### src/rtl/fetch_unit.sv
// Instruction fetch stage: PC register plus the IF/ID pipeline register.
// Optional FETCH_MISALIGN_CHK_EN adds a sticky o_misalign flag and word-aligns redirect targets.
module fetch_unit #(
  parameter logic [31:0] RESET_PC  = 32'h0000_0000,
  parameter logic [31:0] NOP_INSTR = 32'h0000_0013
) (
  input  logic        i_clk,
  input  logic        i_reset,
  input  logic        i_stall,
  input  logic        i_flush,
  input  logic        i_redirect,
  input  logic [31:0] i_target,
  output logic [12:0] o_imem_addr,
  input  logic [31:0] i_imem_rdata,
  output logic [31:0] o_pc,
  output logic [31:0] o_pc_d,
  output logic [31:0] o_pc4_d,
  output logic [31:0] o_instr_d,
`ifdef FETCH_MISALIGN_CHK_EN
  output logic        o_misalign,
`endif
  output logic        o_valid_d
);

  logic [31:0] pc_q,    pc_d;
  logic [31:0] pc_id_q, pc_id_d;
  logic [31:0] pc4_id_q, pc4_id_d;
  logic [31:0] instr_q, instr_d;
  logic        valid_q, valid_d;
  logic [31:0] pc_plus4;
  logic [31:0] target_eff;

  assign pc_plus4 = pc_q + 32'd4;

`ifdef FETCH_MISALIGN_CHK_EN
  logic misalign_q, misalign_d;

  assign target_eff = {i_target[31:2], 2'b00};

  always_comb begin
    misalign_d = misalign_q;
    if (i_redirect && (i_target[1:0] != 2'b00)) misalign_d = 1'b1;
  end

  always_ff @(posedge i_clk) begin
    if (i_reset) misalign_q <= 1'b0;
    else         misalign_q <= misalign_d;
  end

  assign o_misalign = misalign_q;
`else
  assign target_eff = i_target;
`endif

  // PC: redirect wins over stall so a taken branch is never lost behind a stall
  always_comb begin
    pc_d = pc_q;
    if (i_redirect)    pc_d = target_eff;
    else if (!i_stall) pc_d = pc_plus4;
  end

  // IF/ID: flush beats stall so a bubble is inserted even while the stage is held
  always_comb begin
    pc_id_d  = pc_id_q;
    pc4_id_d = pc4_id_q;
    instr_d  = instr_q;
    valid_d  = valid_q;
    if (i_flush) begin
      pc_id_d  = 32'h0;
      pc4_id_d = 32'h0;
      instr_d  = NOP_INSTR;
      valid_d  = 1'b0;
    end else if (!i_stall) begin
      pc_id_d  = pc_q;
      pc4_id_d = pc_plus4;
      instr_d  = i_imem_rdata;
      valid_d  = 1'b1;
    end
  end

  always_ff @(posedge i_clk) begin
    if (i_reset) begin
      pc_q     <= RESET_PC;
      pc_id_q  <= 32'h0;
      pc4_id_q <= 32'h0;
      instr_q  <= NOP_INSTR;
      valid_q  <= 1'b0;
    end else begin
      pc_q     <= pc_d;
      pc_id_q  <= pc_id_d;
      pc4_id_q <= pc4_id_d;
      instr_q  <= instr_d;
      valid_q  <= valid_d;
    end
  end

  assign o_pc        = pc_q;
  assign o_imem_addr = pc_q[12:0];
  assign o_pc_d      = pc_id_q;
  assign o_pc4_d     = pc4_id_q;
  assign o_instr_d   = instr_q;
  assign o_valid_d   = valid_q;

endmodule

### config.mk
export PLATFORM = sky130hd
export DESIGN_NAME = fetch_unit
export DESIGN_NICKNAME = d
export VERILOG_FILES = /design/src/rtl/fetch_unit.sv
export SDC_FILE = /design/constraint.sdc
export NUM_CORES = 1
export LEC_CHECK = 0
export CAP_MARGIN = 20
export CORE_MARGIN = 4
export CORE_UTILIZATION = 45
export CTS_CLUSTER_DIAMETER = 50
export DETAILED_ROUTE_END_ITERATION = 8
export PLACE_DENSITY = 0.81
export SYNTH_ARGS = -nofsm -noshare
export SYNTH_HDL_FRONTEND = slang
export SYNTH_SLANG_ARGS = --single-unit
### constraint.sdc
create_clock -name i_clk -period 2.62 [get_ports i_clk]
set_input_delay 0.262 -clock i_clk [delete_from_list [all_inputs] [get_ports i_clk]]
set_output_delay 0.262 -clock i_clk [all_outputs]
set_load 0.02 [all_outputs]
# Word-level counts from Yosys, hierarchy flattened
# Index checks and enable logic that the tools add are counted.
[word_totals]
register_bits = 129
input_bits = 69
word_cells = 10
[op_classes]
add_sub_neg = 1
eq_ne = 1
mux = 2
reduce_logical = 1
[ops]
columns = ["cell", "n"]
rows = [
  ["32-bit two-way mux", 2],
  ["32-bit by 3-bit adder with 32-bit output (second input constant)", 1],
  ["2-bit by 1-bit != test with 1-bit output (second input constant)", 1],
  ["2-bit OR reduction", 1],
]

# Logic depth before layout (Yosys ltp)
# Gate-level depths: netlist of the first run.
[logic_depth]
depth_word = 3
mapped_depth = 7

# Worst setup path after synthesis of the first run
# No wires, ideal clock.
[synth_path]
path_type = "flip-flop to flip-flop"
startpoint = "register pc_q[2], in the netlist o_pc[2]"
endpoint = "register pc_q[30], in the netlist o_pc[30]"
arrival_time_ps = 2389
t_required_ps = 2541
path_slack_ps = 152
stages_incl_launch_ff = 8
path_buffers = 1
synth_period_minus_slack_ps = 2468
path_cell_list = "dfxtp_1 ha_1 nand3_4 or4_1 buf_2 or4_4 xor2_1 a211oi_2"
[synth_between]
elab_chain_len = 3
[synth_lines]
columns = ["element", "line", "source"]
rows = [
  ["start: declaration", "25", "logic [31:0] pc_q, pc_d;"],
  ["start signal: assignment", "89", "pc_q <= pc_d;"],
  ["32-bit by 3-bit adder with 32-bit output", "33", "assign pc_plus4 = pc_q + 32'd4;"],
  ["32-bit two-way mux", "59", "else if (!i_stall) pc_d = pc_plus4;"],
  ["32-bit two-way mux", "58", "if (i_redirect) pc_d = target_eff;"],
]
# No other way between the ends. The select of a mux whose other input is x is not followed.
# A chain may end at the register's enable or synchronous reset.

# Final worst setup path of the first run
[layout_path]
startpoint = "register pc_q[3], in the netlist o_pc[3]"
endpoint = "register pc_q[30], in the netlist o_pc[30]"
# The elaborated chain is that of the path after synthesis.

==> results of run 1 <==
-- cells in the mapped netlist (2+ instances only) --
library cell  number
dfxtp_1          127
nor2_1           106
mux2i_1           69
a21oi_1           38
clkbuf_1          37
nand2_1           34
xnor2_1           30
o21ai_0           27
xor2_1            21
buf_4             20
nand4_1           16
nor3_1            14
a211oi_1          13
nand3_1           13
nor4_1            11
inv_1              9
buf_2              7
nor2b_1            5
buf_1              4
clkbuf_2           4
o21a_1             4
or3_1              4
and3_1             3
and2_1             2
buf_6              2
nand4b_1           2
o22ai_1            2
-- worst min-delay path: stages --
cell      delay, ps
buf_4           100
nand2b_1        120
a21oi_1          60
-- worst min path at each step --
stage                   end  cells past startpoint
2_1_floorplan  o_instr_d[0]                      2
3_3_place_gp      o_valid_d                      1
3_5_place_dp      o_valid_d                      1
4_1_cts          o_pc_d[12]                      3
5_1_grt          o_pc_d[12]                      3
6_report         o_pc_d[12]                      3
-- power by group --
group | total [mW] | leakage, nW | switching [mW] | internal, mW
Clock | 2.20 | 0.273 | 0.805 | 1.39
Combinational | 0.734 | 1.82 | 0.371 | 0.363
Sequential | 2.08 | 1.04 | 0.0712 | 2.01
-- metal layers --
metal	vias up	track usage (%)
met2	244	40.1
met5	-	0
li1	2534	-
met4	0	8.59
met3	28	8.19
met1	2525	28.6
-- area by class of cell --
cell class	count	area, um2	area share [%]
clock buffer	25	495	5.94
clock inverter	6	57.6	0.690
inverter	9	33.8	0.405
multi-input combinational	432	2720	32.5
sequential	127	2540	30.5
tap	168	210	2.52
timing repair buffer	236	2290	27.4
-- registers in the layout (all words and copies together) (netlist names) --
register / cells
o_instr_d: 32
o_valid_d: 1
o_pc4_d: 30
o_pc_d: 32
o_pc: 32
-- cells by family after synthesis --
group / Yosys count
muxes: 69
adders and majority gates: 1
and+or+nand+nor: 221
buffers and inverters: 83
DFF: 127
AOI/OAI and AO/OA: 90
xor gates and xnor gates: 51
-- layout by cell type, fill, tap and decap left out, types with 13 or more instances in the layout --
| cell type | synthesis | final |
|---|---|---|
| a21oi_1 | 38 | 38 |
| nand3_1 | 13 | 13 |
| nor3_1 | 14 | 14 |
| nor2_1 | 106 | 105 |
| xor2_1 | 21 | 21 |
| o21ai_0 | 27 | 27 |
| nand2_1 | 34 | 34 |
| a211oi_1 | 13 | 13 |
| clkbuf_16 | 0 | 17 |
| dfxtp_1 | 127 | 127 |
| nand4_1 | 16 | 16 |
| buf_4 | 20 | 27 |
| clkdlybuf4s50_1 | 0 | 208 |
| mux2i_1 | 69 | 69 |
| xnor2_1 | 30 | 30 |
==> flow_metrics.env, run 1 <==
export IMPL_place_gp_congestion=0.908
export IMPL_grt_ovfl_total=0
export IMPL_power_per_cell_area_nw_per_um2=600
export IMPL_path_cells="ha_1, nand3_4, or4_1, or4_4, xor2_1, a211oi_2"
export IMPL_r2r_slack_ps=260
export IMPL_yosys_area_share_simple_pct=18.3
export IMPL_ys_seq_area_share_pct=44.9
export IMPL_dr_pass1_iters=5
export IMPL_power_mw=5.01
export IMPL_path_class="reg -> reg"
export IMPL_grt_max_degree=55
export IMPL_clkSinkCount=127
export IMPL_diodes=0
export IMPL_ys_types=45
export IMPL_stdcell_area_um2=8350
export IMPL_final_nets=893
export IMPL_worstRegToRegCells=6
export IMPL_highest_layer="met4"
export IMPL_critical_path_top_delay_family="simple AND/OR/NAND/NOR gates"
export IMPL_area_delta_synth_final_pct=47.3
export IMPL_clock_latency_ps=410
export IMPL_relSlewSlack_pct=41.5
export IMPL_synth_area_top_cells="dfxtp_1 (45%), mux2i_1 (12%), nor2_1 (7.0%), xnor2_1 (4.6%), a21oi_1 (3.4%)"
export IMPL_stdcell_count=1003
export IMPL_status="complete, no violations"
export IMPL_grt_pass1_vias=5294
export IMPL_worstSetupEndpointType="flip-flop"
export IMPL_drcViolationCount=0
export IMPL_synth_area_mux_share_pct=12.2
export IMPL_setup_viol=0
export IMPL_worstMarginPinSlew_ps=877
export IMPL_num_vias=5331
export IMPL_p_leak_nw=3.13
export IMPL_cp_required_ps=2960
export IMPL_antenna_found_initial=0
export IMPL_cts_tree="built"
export IMPL_startpoint_type="flip-flop"
export IMPL_rsz0062_at_grt="false"
export IMPL_routedWlPerCell_um=17.4
export IMPL_wl_met1_um=7080
export IMPL_ios=211
export IMPL_ys_warn_count=0
export IMPL_synth_compound_area_share_pct=9.17
export IMPL_drtIter0Drc=361
export IMPL_hpwlAfterDp_um=12300
export IMPL_yosysTopAreaCell="dfxtp_1"
export IMPL_viasPerCell=5.32
export IMPL_vdd_drop_max_mv=0.303
export IMPL_dpl_worst_slack_ps=310
export IMPL_slowest_delay_ps=680
export IMPL_crit_start="o_pc[3]"
export IMPL_wl_met3_um=1400
export IMPL_clock_path_buffers=2
export IMPL_fin_ws_ps=265
export IMPL_die_h_um=120
export IMPL_ys_ff_latch=127
export IMPL_syn_inst=642
export IMPL_synthesis_nets=712
export IMPL_maxCapViolCount=0
export IMPL_routed_wl_um=17400
export IMPL_path_buf_inv=0
export IMPL_track_usage_pct=23.9
export IMPL_io_buffer_count=210
export IMPL_critical_path_depth=6
export IMPL_fillers=940
export IMPL_ys_async_sr_fraction_pct=0
export IMPL_drv_slew=0
export IMPL_synth_area_um2=5670
export IMPL_die_w_um=120
export IMPL_grt_pass1_wl_um=27500
export IMPL_yosys_area_top_type_share_pct=44.9
export IMPL_clockRootBuffer="clkbuf_16"
export IMPL_hp_start="i_stall"
export IMPL_synthXorXnorAreaFrac_pct=7.88
export IMPL_hp_class="in -> reg"
export IMPL_die_area_um2=14400
export IMPL_cp_endpoint="o_pc[30]"
export IMPL_r2r_end="o_pc[30]"
export IMPL_dp_cells=972
export IMPL_final_layout_size_suffix_gt1_share_pct=7.66
export IMPL_synth_flop_cell="dfxtp_1"
export IMPL_cp_max_fo=10
export IMPL_min_period_ps=2360
export IMPL_start_util_pct=46.6
export IMPL_hold_buffers=0
export IMPL_wl_met2_um=8620
export IMPL_h_tree_depth=4
export IMPL_finalCritPeriodShare_pct=89.9
export IMPL_cts_resized=0
export IMPL_placed_area_um2=7790
export IMPL_core_um2=12200
export IMPL_skew_ps=10.4
export IMPL_clk_pin_slew_ps=60
export IMPL_worstPathArrival_ps=2690
export IMPL_synth_adder_area_share_pct=0.221
export IMPL_syn_avg_cell_area_um2=8.82
export IMPL_synth_edf_count=0
export IMPL_ant_nets=0
export IMPL_crit_slowest_cell="or4_1"
export IMPL_timing_hold_ws_ps=186
export IMPL_finalHoldViolCount=0
export IMPL_final_util_pct=68.6
export IMPL_cts_made_buffers=17
export IMPL_fin_tns_setup_ps=0
export IMPL_synth_top_family_by_area="simple AND/OR/NAND/NOR gates"
export IMPL_rows=40
export IMPL_r2r_start="o_pc[3]"
export IMPL_fmax_mhz=425
export IMPL_cts_setup_buffers=0
(Power assumes the default switching activity.)
==> inputs of run 2 (changes only) <==
--- a/config.mk
+++ b/config.mk
@@ -11,6 +11,7 @@
 export CTS_CLUSTER_DIAMETER = 50
 export DETAILED_ROUTE_END_ITERATION = 8
 export PLACE_DENSITY = 0.81
+export SKIP_LAST_GASP = 1
 export SYNTH_ARGS = -nofsm -noshare
 export SYNTH_HDL_FRONTEND = slang
 export SYNTH_SLANG_ARGS = --single-unit
==> results of run 2 <==
Final layout, timing and power as in run 1 (identical DEF).
==> inputs of run 3 (changes only) <==
--- a/config.mk
+++ b/config.mk
@@ -11,6 +11,7 @@
 export CTS_CLUSTER_DIAMETER = 50
 export DETAILED_ROUTE_END_ITERATION = 8
 export PLACE_DENSITY = 0.81
+export RECOVER_POWER = 100
 export SKIP_LAST_GASP = 1
 export SYNTH_ARGS = -nofsm -noshare
 export SYNTH_HDL_FRONTEND = slang
==> run 3 against run 2 <==
  * Largest cell class unchanged
  * Critical path depth unchanged
  * Worst setup slack got worse by 29 ps
  * Register-to-register slack worse by 30 ps
  * Cell area is 0.16% lower
  * The run now ends with capacitance limit, slew limit left
  * Critical endpoint unchanged
==> flow_metrics.env, run 3 (synthesis results as in run 1) <==
export IMPL_path_class="reg -> reg"
export IMPL_ant_nets=0
export IMPL_dr_pass1_iters=5
export IMPL_stdcell_count=1003
export IMPL_worstPathArrival_ps=2710
export IMPL_fin_tns_setup_ps=0
export IMPL_start_util_pct=46.6
export IMPL_worstMarginPinSlew_ps=1780
export IMPL_io_buffer_count=210
export IMPL_final_nets=893
export IMPL_clkSinkCount=127
export IMPL_worstSetupEndpointType="flip-flop"
export IMPL_track_usage_pct=23.9
export IMPL_fillers=941
export IMPL_routed_wl_um=17300
export IMPL_clock_path_buffers=2
export IMPL_place_gp_congestion=0.908
export IMPL_finalHoldViolCount=0
export IMPL_routedWlPerCell_um=17.3
export IMPL_setup_viol=0
export IMPL_fmax_mhz=419
export IMPL_p_leak_nw=3.53
export IMPL_ios=211
export IMPL_grt_pass1_vias=5294
export IMPL_drv_slew=74
export IMPL_startpoint_type="flip-flop"
export IMPL_num_vias=5330
export IMPL_violations="capacitance limit, slew limit"
export IMPL_clockRootBuffer="clkbuf_16"
export IMPL_die_w_um=120
export IMPL_hold_buffers=0
export IMPL_die_h_um=120
export IMPL_multi_input_comb_area_um2=2710
export IMPL_clock_latency_ps=420
export IMPL_drcViolationCount=0
export IMPL_cts_made_buffers=17
export IMPL_core_um2=12200
export IMPL_rsz0062_at_grt="false"
export IMPL_finalCritPeriodShare_pct=91.0
export IMPL_hp_class="in -> reg"
export IMPL_power_per_cell_area_nw_per_um2=598
export IMPL_stdcell_area_um2=8330
export IMPL_cts_resized=0
export IMPL_clk_pin_slew_ps=60
export IMPL_power_mw=4.98
export IMPL_antenna_found_initial=0
export IMPL_grt_ovfl_total=0
export IMPL_cp_max_fo=10
export IMPL_die_area_um2=14400
export IMPL_vdd_drop_max_mv=0.302
export IMPL_viasPerCell=5.31
export IMPL_skew_ps=10.0
export IMPL_status="finished, violations left"
export IMPL_cp_required_ps=2940
export IMPL_cts_tree="built"
export IMPL_drtIter0Drc=395
export IMPL_hpwlAfterDp_um=12300
export IMPL_min_period_ps=2380
export IMPL_final_cell_mix="dlygate4sd3_1 (143), dfxtp_1 (127), nor2_1 (105)"
export IMPL_final_layout_size_suffix_gt1_share_pct=7.19
export IMPL_grt_pass1_wl_um=27500
export IMPL_dp_cells=972
export IMPL_rows=40
export IMPL_cts_setup_buffers=0
export IMPL_placed_area_um2=7790
export IMPL_area_delta_synth_final_pct=47.1
export IMPL_maxCapViolCount=2
export IMPL_grt_max_degree=55
export IMPL_h_tree_depth=4
export IMPL_final_common_cell="dlygate4sd3_1"
export IMPL_diodes=0
export IMPL_relSlewSlack_pct=-18.9
export IMPL_seq_area_um2=2540
==> run 3: worst paths after layout <==
path	from	to	slack [ps]	cells after the start
worst max-delay path	o_pc[3]	o_pc[30]	240	6
worst min-delay path	i_stall	o_pc_d[12]	180	3
worst max register to register	o_pc[3]	o_pc[30]	240	6
worst min register to register	o_valid_d	o_valid_d	450	1
==> run 3: layout make-up <==
cell class / count / area share [%]
clock inverter: 6 / 0.691
inverter: 9 / 0.405
timing repair buffer: 236 / 27.4
tap: 168 / 2.52
clock buffer: 25 / 5.95
sequential: 127 / 30.5
multi-input combinational: 432 / 32.5
==> run 3: per-layer routing <==
layer / GRT usage [%] / up-vias / part of all wire (%)
met5: 0 / - / 0
li1: - / 2535 / -
met4: 8.59 / 0 / 2.0
met1: 28.6 / 2512 / 41
met2: 40.1 / 250 / 49
met3: 8.19 / 33 / 7.9
==> run 3: through the flow <==
step,setup WS (ps),hold WS (ps),util [%]
2_1_floorplan,152,387,-
3_3_place_gp,346,445,64.1
3_5_place_dp,310,457,64.1
4_1_cts,270,168,68.6
5_1_grt,81.1,175,68.5
6_report,236,183,68.5
==> run 3: worst max-delay path: stages (launching register included) <==
cell      delay [ps]
dfxtp_1          340
ha_1             280
nand3_4          150
or4_1            670
or4_1            470
xor2_1           170
a211oi_2         210
==> run 3: power by group <==
group          internal [mW]  total, mW  switching (mW)
registers               2.01       2.08          0.0679
logic                  0.332      0.702           0.370
clock network           1.39       2.20           0.810
